[src/rtl/pixel_arbiter.sv]
// rtl/pixel_arbiter.sv - two-port round-robin pixel request arbiter feeding a single pixel writer
//
// Purpose:
//   Arbitrates pixel write requests from the CPU (p0) and the fill engine (p1)
//   onto one pixel writer. Nothing is accepted until the video memory clear has
//   finished. Requests whose y coordinate is off-screen are retired at once and
//   counted instead of being written.
//
// Ports:
//   clk, rst            single clock, synchronous active-high reset
//   clear_screen_done   video memory clear finished
//   pN_valid/rgb/x/y    request from port N (0 = CPU, 1 = fill engine)
//   pN_ready            combinational accept strobe for port N
//   pN_done             one-cycle pulse when port N's request retires
//   pixel_en            write request to the pixel writer
//   pixel_rgb/x/y       held pixel being written
//   pixel_wr_done       writer completion, one rising edge per write
//   busy                high while waiting for clear or writing a pixel
//   drop_count          saturating count of off-screen requests

module pixel_arbiter #(
  parameter int MAX_Y = 192
) (
  input  logic       clk,
  input  logic       rst,
  input  logic       clear_screen_done,
  input  logic       p0_valid,
  input  logic [7:0] p0_rgb,
  input  logic [7:0] p0_x,
  input  logic [7:0] p0_y,
  output logic       p0_ready,
  output logic       p0_done,
  input  logic       p1_valid,
  input  logic [7:0] p1_rgb,
  input  logic [7:0] p1_x,
  input  logic [7:0] p1_y,
  output logic       p1_ready,
  output logic       p1_done,
  output logic       pixel_en,
  output logic [7:0] pixel_rgb,
  output logic [7:0] pixel_x,
  output logic [7:0] pixel_y,
  input  logic       pixel_wr_done,
  output logic       busy,
  output logic [7:0] drop_count
);

  typedef enum logic [1:0] {
    WAIT_CLEAR = 2'd0,
    IDLE       = 2'd1,
    ISSUE      = 2'd2
  } state_t;

  // Widened so MAX_Y above 255 simply makes every 8-bit y legal.
  localparam logic [31:0] MAX_Y_W = 32'(MAX_Y);

  state_t     state;
  logic       favour_p1;  // round-robin pointer: port preferred on a tie
  logic       owner;      // port that owns the held request
  logic       done_q;     // previous pixel_wr_done, for edge detection
  logic [7:0] hold_rgb;
  logic [7:0] hold_x;
  logic [7:0] hold_y;

  logic       grant_p1;
  logic       accept;
  logic [7:0] acc_rgb;
  logic [7:0] acc_x;
  logic [7:0] acc_y;
  logic       acc_drop;
  logic       completion;

  // p1 wins when it is the only requester, or on a tie when it is favoured.
  assign grant_p1 = p1_valid & (~p0_valid | favour_p1);

  assign p0_ready = (state == IDLE) & p0_valid & ~grant_p1;
  assign p1_ready = (state == IDLE) & p1_valid &  grant_p1;
  assign accept   = p0_ready | p1_ready;

  assign acc_rgb  = grant_p1 ? p1_rgb : p0_rgb;
  assign acc_x    = grant_p1 ? p1_x   : p0_x;
  assign acc_y    = grant_p1 ? p1_y   : p0_y;
  assign acc_drop = ({24'd0, acc_y} >= MAX_Y_W);

  // Gating pixel_en with pixel_wr_done keeps a still-high done from the
  // previous write from being read by the writer as a fresh request.
  assign pixel_en   = (state == ISSUE) & ~pixel_wr_done;
  assign completion = (state == ISSUE) & pixel_wr_done & ~done_q;

  assign pixel_rgb = hold_rgb;
  assign pixel_x   = hold_x;
  assign pixel_y   = hold_y;
  assign busy      = (state != IDLE);

  always_ff @(posedge clk) begin
    if (rst) begin
      state      <= WAIT_CLEAR;
      favour_p1  <= 1'b0;
      owner      <= 1'b0;
      done_q     <= 1'b0;
      hold_rgb   <= 8'd0;
      hold_x     <= 8'd0;
      hold_y     <= 8'd0;
      drop_count <= 8'd0;
      p0_done    <= 1'b0;
      p1_done    <= 1'b0;
    end else begin
      done_q  <= pixel_wr_done;
      p0_done <= 1'b0;
      p1_done <= 1'b0;
      case (state)
        WAIT_CLEAR: begin
          if (clear_screen_done) begin
            state <= IDLE;
          end
        end
        IDLE: begin
          if (accept) begin
            hold_rgb  <= acc_rgb;
            hold_x    <= acc_x;
            hold_y    <= acc_y;
            owner     <= grant_p1;
            favour_p1 <= ~grant_p1;
            if (acc_drop) begin
              // Off-screen: retire immediately, never reaches the writer.
              p0_done <= ~grant_p1;
              p1_done <=  grant_p1;
              if (drop_count != 8'hFF) begin
                drop_count <= drop_count + 8'd1;
              end
            end else begin
              state <= ISSUE;
            end
          end
        end
        ISSUE: begin
          if (completion) begin
            state   <= IDLE;
            p0_done <= ~owner;
            p1_done <=  owner;
          end
        end
        default: begin
          state <= WAIT_CLEAR;
        end
      endcase
    end
  end

endmodule

[config.mk]
export PLATFORM = sky130hd
export DESIGN_NAME = pixel_arbiter
export DESIGN_NICKNAME = d
export VERILOG_FILES = /design/src/rtl/pixel_arbiter.sv
export SDC_FILE = /design/constraint.sdc
export NUM_CORES = 1
export LEC_CHECK = 0
export CORE_ASPECT_RATIO = 1.2
export CORE_MARGIN = 3
export CORE_UTILIZATION = 25
export DETAILED_ROUTE_END_ITERATION = 10
export GPL_ROUTABILITY_DRIVEN = 0
export SLEW_MARGIN = 20
export SYNTH_ARGS = -nofsm -noshare
export SYNTH_HDL_FRONTEND = slang
export SYNTH_SLANG_ARGS = --single-unit
[constraint.sdc]
create_clock -name clk -period 1.8 [get_ports clk]
set_input_delay 0.45 -clock clk [delete_from_list [all_inputs] [get_ports clk]]
set_output_delay 0.45 -clock clk [all_outputs]
set_load 0.02 [all_outputs]
==> out/summary.txt, run 1 <==
Run status -> finished, final reports clean
Starting Density -> 0.2639
Final period utilization -> 0.9682
Antenna violations before repair -> 0
First-pass GRT wire length -> 10120 um
Number of global-route vias before repair -> 2180
Final hold slack -> 0.4908 ns
Unique masters post-synth -> 34
Core box area -> 6978 um2
Crit-path max FO -> 7
CP max stage delay -> 0.53 ns
FILL cells -> 668
Area occupied by multi-input gates -> 1021 um2
Largest net degree at the start of global routing -> 29
Post-CTS Hold Buffers -> 0
Max-cap violation count -> 0
Antenna viol nets, final -> 0
Die span in x -> 84.36 um
Final TNS setup -> 0 ns
Max rail drop VDD -> 0.0004966 V
Hold Path Class -> flip-flop to flip-flop
Slew HR -> 0.7550
I/O pin cnt -> 92
Hold path depth -> 2
Pwr dens -> 1101 nW/um2
Worst hold start -> pixel_y[1]$_SDFFE_PP0P_
Post-layout min period -> 1.743 ns
Crit path max-delay cell type -> clkdlybuf4s50_1
Clk_skew -> 0.009494 ns
Max Root-Sink Buffers -> 2
Reg area -> 782.0 um2
Cells after synthesis -> 216
F_max -> 0.5738 GHz
Leak -> 1.305 nW
GR Util All Layers -> 0.1459
Critical Path Sink Type -> flip-flop
Layout cells sized above 1 -> 0.1958
Crit path from -> p1_y[7]
Flops & latches, synth -> 39
Reg2reg path depth -> 6
Post-synthesis sequential area ratio -> 0.4239
CP delay by family, top -> buffers and inverters
Drt wl/cell -> 14.36 um
Yosys top cell area share -> 0.4239
Layout area overhead -> 77.04%
Final Hold Viols -> 0
Clock sink total -> 39
Post-Syn Nets -> 275
Nets -> 390
Pre-Repair DR Iteration Count -> 5
Synth area leaders -> dfxtp_1 (42%), a311oi_1 (10%), nor2_1 (6.1%)
Post-Syn Area -> 1842 um2
Hold EP -> pixel_y[1]$_SDFFE_PP0P_
Startpoint types -> input pin
Die area -> 8438 um2
DR vias -> 2074
Critical path cell sequence -> clkdlybuf4s50_1 -> a41oi_2 -> buf_6 -> or4_1 -> a21oi_2
Synth warnings -> 0
CTS HTree Levels -> 2
Drt via density -> 4.950
Detailed placement HPWL -> 4303 um
R2r startpoint -> state[1]$_SDFFE_PP0P_
Num CTS Buffers -> 5
Setup violators final -> 0
# rows -> 33
DR iter-0 viols -> 82
Drt drc -> 0
Largest area contributor in the netlist -> dfxtp_1
Crit Path Class -> input pin to flip-flop
Worst path arrival time -> 1.98 ns
Root buffer cell -> clkbuf_8
R2R Setup Slk -> 0.07 ns
Syn Area/Cell -> 8.527 um2
Slew Viols, Final -> 0
GR Overflow Total -> 0
Port Buffer Count -> 91
Buf+Inv Stages, Crit Path -> 2
Placed instance area -> 3049 um2
Design Area, Final -> 3261 um2
Total Wirelength -> 6015 um
CP Data Required Time -> 2.04 ns
Die height -> 100.0 um
Clk_lat worst skew -> 0.30 ns
Least-Margin Pin Slew -> 0.3650 ns
Clk slew on worst S/H paths -> 0.09 ns
CTS tree -> done
ANT cells -> 0
RR Endpoint -> drop_count[7]$_SDFFE_PP0P_
==> routing by layer <==
| layer | global-route usage | share of wire |
|---|---|---|
| met1 | 0.1720 | 0.42 |
| met2 | 0.2454 | 0.47 |
| met3 | 0.04844 | 0.086 |
| met4 | 0.05725 | 0.023 |
| met5 | 0 | 0 |
==> timing repair <==
| item | CTS | global route |
|---|---|---|
| setup endpoints to repair | 36 | 26 |
| gates resized for setup | 28 | 18 |
| pin swaps | 1 | 8 |
| buffers inserted | 3 | 1 |
==> final cells by class <==
type | instances | share of cell area
tap | 87 | 0.03338
clock buffer | 5 | 0.02111
inverter | 6 | 0.006907
multi-input combinational | 154 | 0.3131
sequential | 39 | 0.2398
timing repair buffer | 125 | 0.3649
clock inverter | 3 | 0.02072
==> worst reg2reg max path: cells and delay by family (launching register included) <==
kind	cells	cell delay, ns
AOI/OAI and AO/OA	3	0.65
and+or+nand+nor	1	0.44
DFF	1	0.31
adders and majority gates	1	0.18
buffers and inverters	1	0.10
==> cell usage after synthesis <==
cell type and n:
nor2_1 30, o21ai_0 4, a211o_1 1, clkbuf_1 11, buf_2 5, a222oi_1 7
a31oi_1 2, mux2i_1 2, buf_6 1, o31ai_1 3, nor3b_1 2, nand2b_4 1
a21oi_1 9, nor4b_1 1, a211oi_1 2, ha_1 5, nand3b_1 1, nand4_1 1
a41o_1 1, and3_4 1, a22oi_1 1, a41oi_2 1, nor3_1 1, dfxtp_1 39
nand2_1 26, or4_1 3, nand3_1 19, inv_1 6, mux2_2 1, a311oi_1 21
a21oi_4 1, nor2b_1 3, or3_1 1, and3_1 3
==> through the flow <==
step | util | setup WS, ns | std cells | power (mW)
floorplan | - | 0.06063 | 216 | 1.890
global placement | 0.4370 | -0.5638 | 407 | 2.648
detailed placement | 0.4370 | -0.5646 | 407 | 2.662
CTS | 0.4578 | 0.001840 | 418 | 3.565
global route | 0.4673 | -0.01098 | 419 | 3.805
finish | 0.4673 | 0.05715 | 419 | 3.589
==> cell usage in the layout, fill, tap and decap left out, types with 3 or more instances in the layout <==
cell type	instances
a222oi_1	7
nand3_1	19
a311oi_1	20
dlygate4sd2_1	9
dfxtp_1	38
a21oi_1	6
clkbuf_8	5
nand2_1	25
a21oi_2	3
nor2b_1	3
dlymetal6s2s_1	3
buf_12	3
or4_1	3
inv_1	5
clkdlybuf4s50_1	75
nor2_1	29
buf_4	30
ha_1	3
==> state kept, by name, summed over array words and instances, names as in the netlist <==
signal,flops
favour_p1,1
drop_count,8
p0_done,1
owner,1
pixel_x,8
p1_done,1
done_q,1
pixel_y,8
pixel_rgb,8
state,2
==> worst max path at each step <==
stage,slack [ns],cells after the start,endpoint
2_1_floorplan,0.06,5,drop_count[0]$_SDFFE_PP0P_
3_3_place_gp,-0.56,4,p0_ready
3_5_place_dp,-0.56,4,p0_ready
4_1_cts,0.002,5,p0_ready
5_1_grt,-0.01,6,drop_count[7]$_SDFFE_PP0P_
6_report,0.06,5,drop_count[7]$_SDFFE_PP0P_
==> kinds of logic after synthesis <==
logic type,count (synthesis),synth area share
buf+inv,23,0.05434
mux,3,0.01698
flops,39,0.4239
fa+ha+maj,5,0.03397
simple gates,93,0.2385
compound gates,53,0.2323
==> where the power goes <==
| part | leakage [nW] | switching [mW] | internal, mW |
|---|---|---|---|
| combinational | 0.922 | 0.762 | 0.803 |
| clock | 0.0644 | 0.347 | 0.553 |
| sequential | 0.318 | 0.0908 | 1.03 |
| total | 1.30 | 1.20 | 2.39 |
No activity file was read; power rests on OpenSTA's default activity.
==> run 2, diff against run 1 <==
==> constraint.sdc (replaced) <==
create_clock -name clk -period 1.8 [get_ports clk]
set_input_delay 0.36 -clock clk [delete_from_list [all_inputs] [get_ports clk]]
set_output_delay 0.36 -clock clk [all_outputs]
set_load 0.02 [all_outputs]
==> run 2 against run 1 <==
  * Global-route usage fell by 0.44 points
  * Routed wire length barely moved
  * Clock power shrank 36%
  * Critical path type unchanged
  * Largest cell class unchanged
  * Highest routed layer unchanged
==> out/summary.txt, run 2 (synthesis gave the netlist of run 1 again) <==
Run status -> finished, final reports clean
Hold Path Class -> input pin to flip-flop
Max-cap violation count -> 0 (unchanged)
Layout area overhead -> 71.54%
Most frequent cells in the layout -> clkdlybuf4s50_1 (83), dfxtp_1 (38), buf_4 (30)
Clk_skew -> 0.004427 ns (-0.005067 ns)
Worst setup margin -> 0.06942 ns (+0.01227 ns)
Detailed placement HPWL -> 4471 um (+3.9%)
Commonest non-fill, non-tap cell in the layout -> clkdlybuf4s50_1
Placed instance area -> 3029 um2 (-0.66%)
Layout cells sized above 1 -> 0.1631 (-0.03264)
Max Root-Sink Buffers -> 2 (unchanged)
Die span in x -> 84.36 um (unchanged)
Num CTS Buffers -> 5 (unchanged)
Slew HR -> 0.7947 (+0.03962)
Post-layout min period -> 1.731 ns (-0.01227 ns)
ANT cells -> 0 (unchanged)
Antenna violations before repair -> 0 (unchanged)
Starting Density -> 0.2639 (unchanged)
DR vias -> 2078 (+0.19%)
CTS tree -> done
GR Util All Layers -> 0.1415 (-0.004434)
Clock sink total -> 39 (unchanged)
Antenna viol nets, final -> 0 (unchanged)
Port Buffer Count -> 91 (unchanged)
Post-CTS Hold Buffers -> 0 (unchanged)
Core box area -> 6978 um2 (unchanged)
CTS HTree Levels -> 2 (unchanged)
Leak -> 1.223 nW (-6.3%)
Startpoint types -> input pin
DR iter-0 viols -> 71 (-13%)
Setup violators final -> 0 (unchanged)
Pre-Repair DR Iteration Count -> 5 (unchanged)
Reg2reg path depth -> 5 (-1)
F_max -> 0.5778 GHz (+0.71%)
Max rail drop VDD -> 0.0006623 V (+33%)
Root buffer cell -> clkbuf_8
# rows -> 33 (unchanged)
Clk slew on worst S/H paths -> 0.08 ns (about the same)
Drt via density -> 4.971 (+0.43%)
CP Data Required Time -> 2.03 ns (about the same)
Least-Margin Pin Slew -> 0.3080 ns (-0.05698 ns)
Final Hold Viols -> 0 (unchanged)
Clk_lat worst skew -> 0.29 ns (about the same)
Worst path arrival time -> 1.96 ns (-0.02 ns)
First-pass GRT wire length -> 9942 um (-1.7%)
Number of global-route vias before repair -> 2048 (-6.1%)
Die area -> 8438 um2 (unchanged)
Total Wirelength -> 6011 um (about the same)
Power, Total -> 3.211 mW (-11%)
Crit-path max FO -> 9 (+2)
Drt wl/cell -> 14.38 um (+0.17%)
Drt drc -> 0 (unchanged)
GR Overflow Total -> 0 (unchanged)
Design Area, Final -> 3159 um2 (-3.1%)
Nets -> 389 (-0.26%)
Crit Path Class -> input pin to flip-flop
Slew Viols, Final -> 0 (unchanged)
Hold path depth -> 3 (+1)
I/O pin cnt -> 92 (unchanged)
Largest net degree at the start of global routing -> 28 (-3.4%)
Die height -> 100.0 um (unchanged)
Util after Layout -> 0.4528 (-0.01452)
Pre-CTS WS -> -0.4091 ns (+0.1555 ns)
Pwr dens -> 1016 nW/um2 (-7.7%)
Critical Path Sink Type -> flip-flop
Final period utilization -> 0.9614 (-0.006816)
-- run 2: worst paths after layout --
kind,to,start,slack (ns)
worst min-delay path,pixel_y[6]$_SDFFE_PP0P_,p0_y[6],0.41
worst max-delay path,drop_count[7]$_SDFFE_PP0P_,p0_y[7],0.07
worst min register to register,pixel_rgb[4]$_SDFFE_PP0P_,pixel_rgb[4]$_SDFFE_PP0P_,0.50
worst max register to register,drop_count[7]$_SDFFE_PP0P_,drop_count[5]$_SDFFE_PP0P_,0.10
-- run 2: layer usage --
| layer | vias up | share of wire | GRT usage | routed length (um) |
|---|---|---|---|---|
| li1 | 1037 | - | - | - |
| met1 | 953 | 0.43 | 0.1716 | 2610 |
| met2 | 84 | 0.48 | 0.2400 | 2896 |
| met3 | 4 | 0.076 | 0.04516 | 456 |
| met4 | 0 | 0.0080 | 0.04263 | 48 |
| met5 | - | 0 | 0 | 0 |
-- run 2: cell type report --
type                       count  area, um2
inverter                       6      22.52
clock inverter                 1      5.005
clock buffer                   7      76.32
fill                         701       3819
timing repair buffer         124       1175
tap                           87      108.9
sequential                    39      782.0
multi-input combinational    154      989.7
-- run 2: through the flow --
step | hold WS, ns | instances | setup TNS (ns)
2_1_floorplan | 0.4716 | 216 | 0
3_3_place_gp | 0.4792 | 406 | -7.204
3_5_place_dp | 0.4916 | 406 | -7.625
4_1_cts | 0.5038 | 415 | 0
5_1_grt | 0.4321 | 418 | -0.00005551
6_report | 0.4083 | 418 | 0
-- run 2: worst max-delay path, stage by stage --
cell	delay, ns
clkdlybuf4s50_1	0.49
nand2_2	0.08
a21oi_4	0.13
a41oi_2	0.06
buf_6	0.16
or4_1	0.52
a21oi_2	0.15
-- run 2: where the power goes --
group	switching (mW)	total [mW]	internal, mW
Combinational	0.751	1.51	0.764
Sequential	0.0890	1.12	1.03
Clock	0.302	0.575	0.272
-- run 2: what timing repair did --
action / in CTS / in global routing
hold endpoints to repair: 0 / 0
setup endpoints to repair: 8 / 13
gates resized for setup: 13 / 14
buffers inserted: 1 / 3
pin swaps: 1 / 2
==> run 3, diff against run 2 <==
Settings changed: CAP_MARGIN set to 20, DONT_BUFFER_PORTS set to 1.
==> run 3 against run 2 <==
  * Sequential power rose by 19%
  * Sequential share of layout area rose by 11 points
  * Total power fell by 15%
  * Clock-buffer cell count did not move
  * Utilization fell by 14 points
  * Via count fell by 19%
  * Die area did not move
  * Critical path depth fell by 1
  * Routed wire length fell by 13%
  * Critical endpoint is now state[1]$_SDFFE_PP0P_
  * Largest power group is now registers
  * Highest routed layer unchanged
==> out/summary.txt, run 3 (synthesis gave the netlist of run 1 again) <==
Num CTS Buffers -> 5 (unchanged)
Final Hold Viols -> 0 (unchanged)
Area occupied by multi-input gates -> 997.2 um2 (+0.76%)
CP Data Required Time -> 2.00 ns (-0.03 ns)
Design Area, Final -> 2178 um2 (-31%)
Final period utilization -> 0.9706 (+0.009179)
Crit path max-delay cell type -> a222oi_1
DR vias -> 1683 (-19%)
I/O pin cnt -> 92 (unchanged)
Final hold slack -> 0.1336 ns (-0.2747 ns)
Total Wirelength -> 5231 um (-13%)
Final TNS setup -> 0 ns (unchanged)
Placed instance area -> 2028 um2 (-33%)
Crit Path Class -> flip-flop to flip-flop
Hold Path Class -> input pin to flip-flop
Starting Density -> 0.2639 (unchanged)
Drt via density -> 5.360 (+7.8%)
Reg area -> 785.8 um2 (+0.48%)
Root buffer cell -> clkbuf_8
CTS tree -> done
First-pass GRT wire length -> 8128 um (-18%)
Die area -> 8438 um2 (unchanged)
Layout area overhead -> 18.27%
GR Util All Layers -> 0.1200 (-0.02153)
Slew HR -> 0.6948 (-0.09990)
Core box area -> 6978 um2 (unchanged)
Slew Viols, Final -> 0 (unchanged)
Drt wl/cell -> 16.66 um (+16%)
Least-Margin Pin Slew -> 0.4579 ns (+0.1498 ns)
CTS HTree Levels -> 2 (unchanged)
Clk slew on worst S/H paths -> 0.07 ns (about the same)
Max-cap violation count -> 0 (unchanged)
Final std cells w/o fill -> 314 (-25%)
Worst path arrival time -> 1.95 ns (about the same)
Die height -> 100.0 um (unchanged)
Antenna viol nets, final -> 0 (unchanged)
Largest net degree at the start of global routing -> 41 (+46%)
Pwr dens -> 1258 nW/um2 (+24%)
ANT cells -> 0 (unchanged)
Detailed placement HPWL -> 3739 um (-16%)
Max rail drop VDD -> 0.0005305 V (-20%)
Post-layout min period -> 1.747 ns (+0.01652 ns)
Setup violators final -> 0 (unchanged)
Most frequent cells in the layout -> dfxtp_1 (37), nor2_1 (29), nand2_1 (26)
F_max -> 0.5724 GHz (-0.95%)
Util after Layout -> 0.3122 (-0.1406)
Critical Path Sink Type -> flip-flop
Run status -> finished, final reports clean
Commonest non-fill, non-tap cell in the layout -> dfxtp_1
Startpoint types -> flip-flop
Clk_skew -> 0.003783 ns (-0.0006440 ns)
FILL cells -> 742 (+5.8%)
Pre-Repair DR Iteration Count -> 6 (+1)
Number of global-route vias before repair -> 1586 (-23%)
Layout cells sized above 1 -> 0.1718 (+0.008664)
Clk_lat worst skew -> 0.29 ns (about the same)
Leak -> 0.7903 nW (-35%)
# rows -> 33 (unchanged)
Post-CTS Hold Buffers -> 0 (unchanged)
Die span in x -> 84.36 um (unchanged)
GR Overflow Total -> 0 (unchanged)
Nets -> 285 (-27%)
Critical path cell sequence -> inv_1 -> ha_1 -> nand3b_1 -> a222oi_1 -> a21oi_1 -> a211oi_2
Inst Count DP -> 303 (-25%)
Drt drc -> 0 (unchanged)
Crit-path max FO -> 4 (-5)
Antenna violations before repair -> 0 (unchanged)
CP max stage delay -> 0.48 ns (-0.04 ns)
DR iter-0 viols -> 72 (+1.4%)
Clock sink total -> 39 (unchanged)
Max Root-Sink Buffers -> 2 (unchanged)
Port Buffer Count -> 0 (-100%)
==> run 3: cell types whose count changed in the layout (fill, tap and decap cells not counted), moves of 2 or more <==
cell,change
buf_2,-2
buf_4,-16
clkdlybuf4s50_1,-83
dlygate4sd2_1,-2
dlymetal6s2s_1,-2
==> run 3: path summary, 6_finish.rpt <==
path                    startpoint               endpoint  slack (ns)  cells past startpoint
max reg2reg  state[0]$_SDFFE_PP0P_  state[1]$_SDFFE_PP0P_        0.05                      6
min                            rst  state[1]$_SDFFE_PP0P_        0.13                      1
max          state[0]$_SDFFE_PP0P_  state[1]$_SDFFE_PP0P_        0.05                      6
min reg2reg  state[0]$_SDFFE_PP0P_  state[0]$_SDFFE_PP0P_        0.52                      2
==> run 3: metal layers <==
layer	GRT usage	wire, um	vias up
li1	-	-	824
met1	0.1325	2090	782
met2	0.2047	2526	72
met3	0.05747	553	5
met4	0.03654	60	0
met5	0	0	-
==> run 3: layout make-up <==
class                   instances  share of cell area
multi-input cells             155              0.4578
flip-flops and latches         39              0.3607
repair buffers                 19             0.08386
well taps                      87             0.04997
clock buffers                   7             0.03504
inverters                       6             0.01034
clock inverters                 1            0.002298
==> run 3: where the power goes <==
part / internal (mW) / total, mW / switching (mW) / leakage (nW)
sequential: 1.04 / 1.33 / 0.293 / 0.319
combinational: 0.372 / 0.826 / 0.454 / 0.429
clock: 0.272 / 0.582 / 0.309 / 0.0422
==> run 3: critical path: cells and delay by family, from the launching register on <==
| kind | cells | cell delay, ns |
|---|---|---|
| and+or+nand+nor | 1 | 0.15 |
| DFF | 1 | 0.36 |
| AOI/OAI and AO/OA | 3 | 0.86 |
| adders and majority gates | 1 | 0.21 |
| buffers and inverters | 1 | 0.09 |
==> run 3: repair_timing <==
action | in CTS | in global routing
buffers inserted | 0 | 2
cloned | 0 | 1
endpoints found under the setup margin | 2 | 12
gates resized for setup | 3 | 13
pin swaps | 0 | 3
==> run 3: metrics by stage <==
stage               total power, mW  setup WS, ns
global route                  2.931      -0.06060
finish                        2.739       0.05290
detailed placement            2.098        0.1026
global placement              2.075        0.1259
CTS                           2.703      0.003657
floorplan                     1.890       0.06200
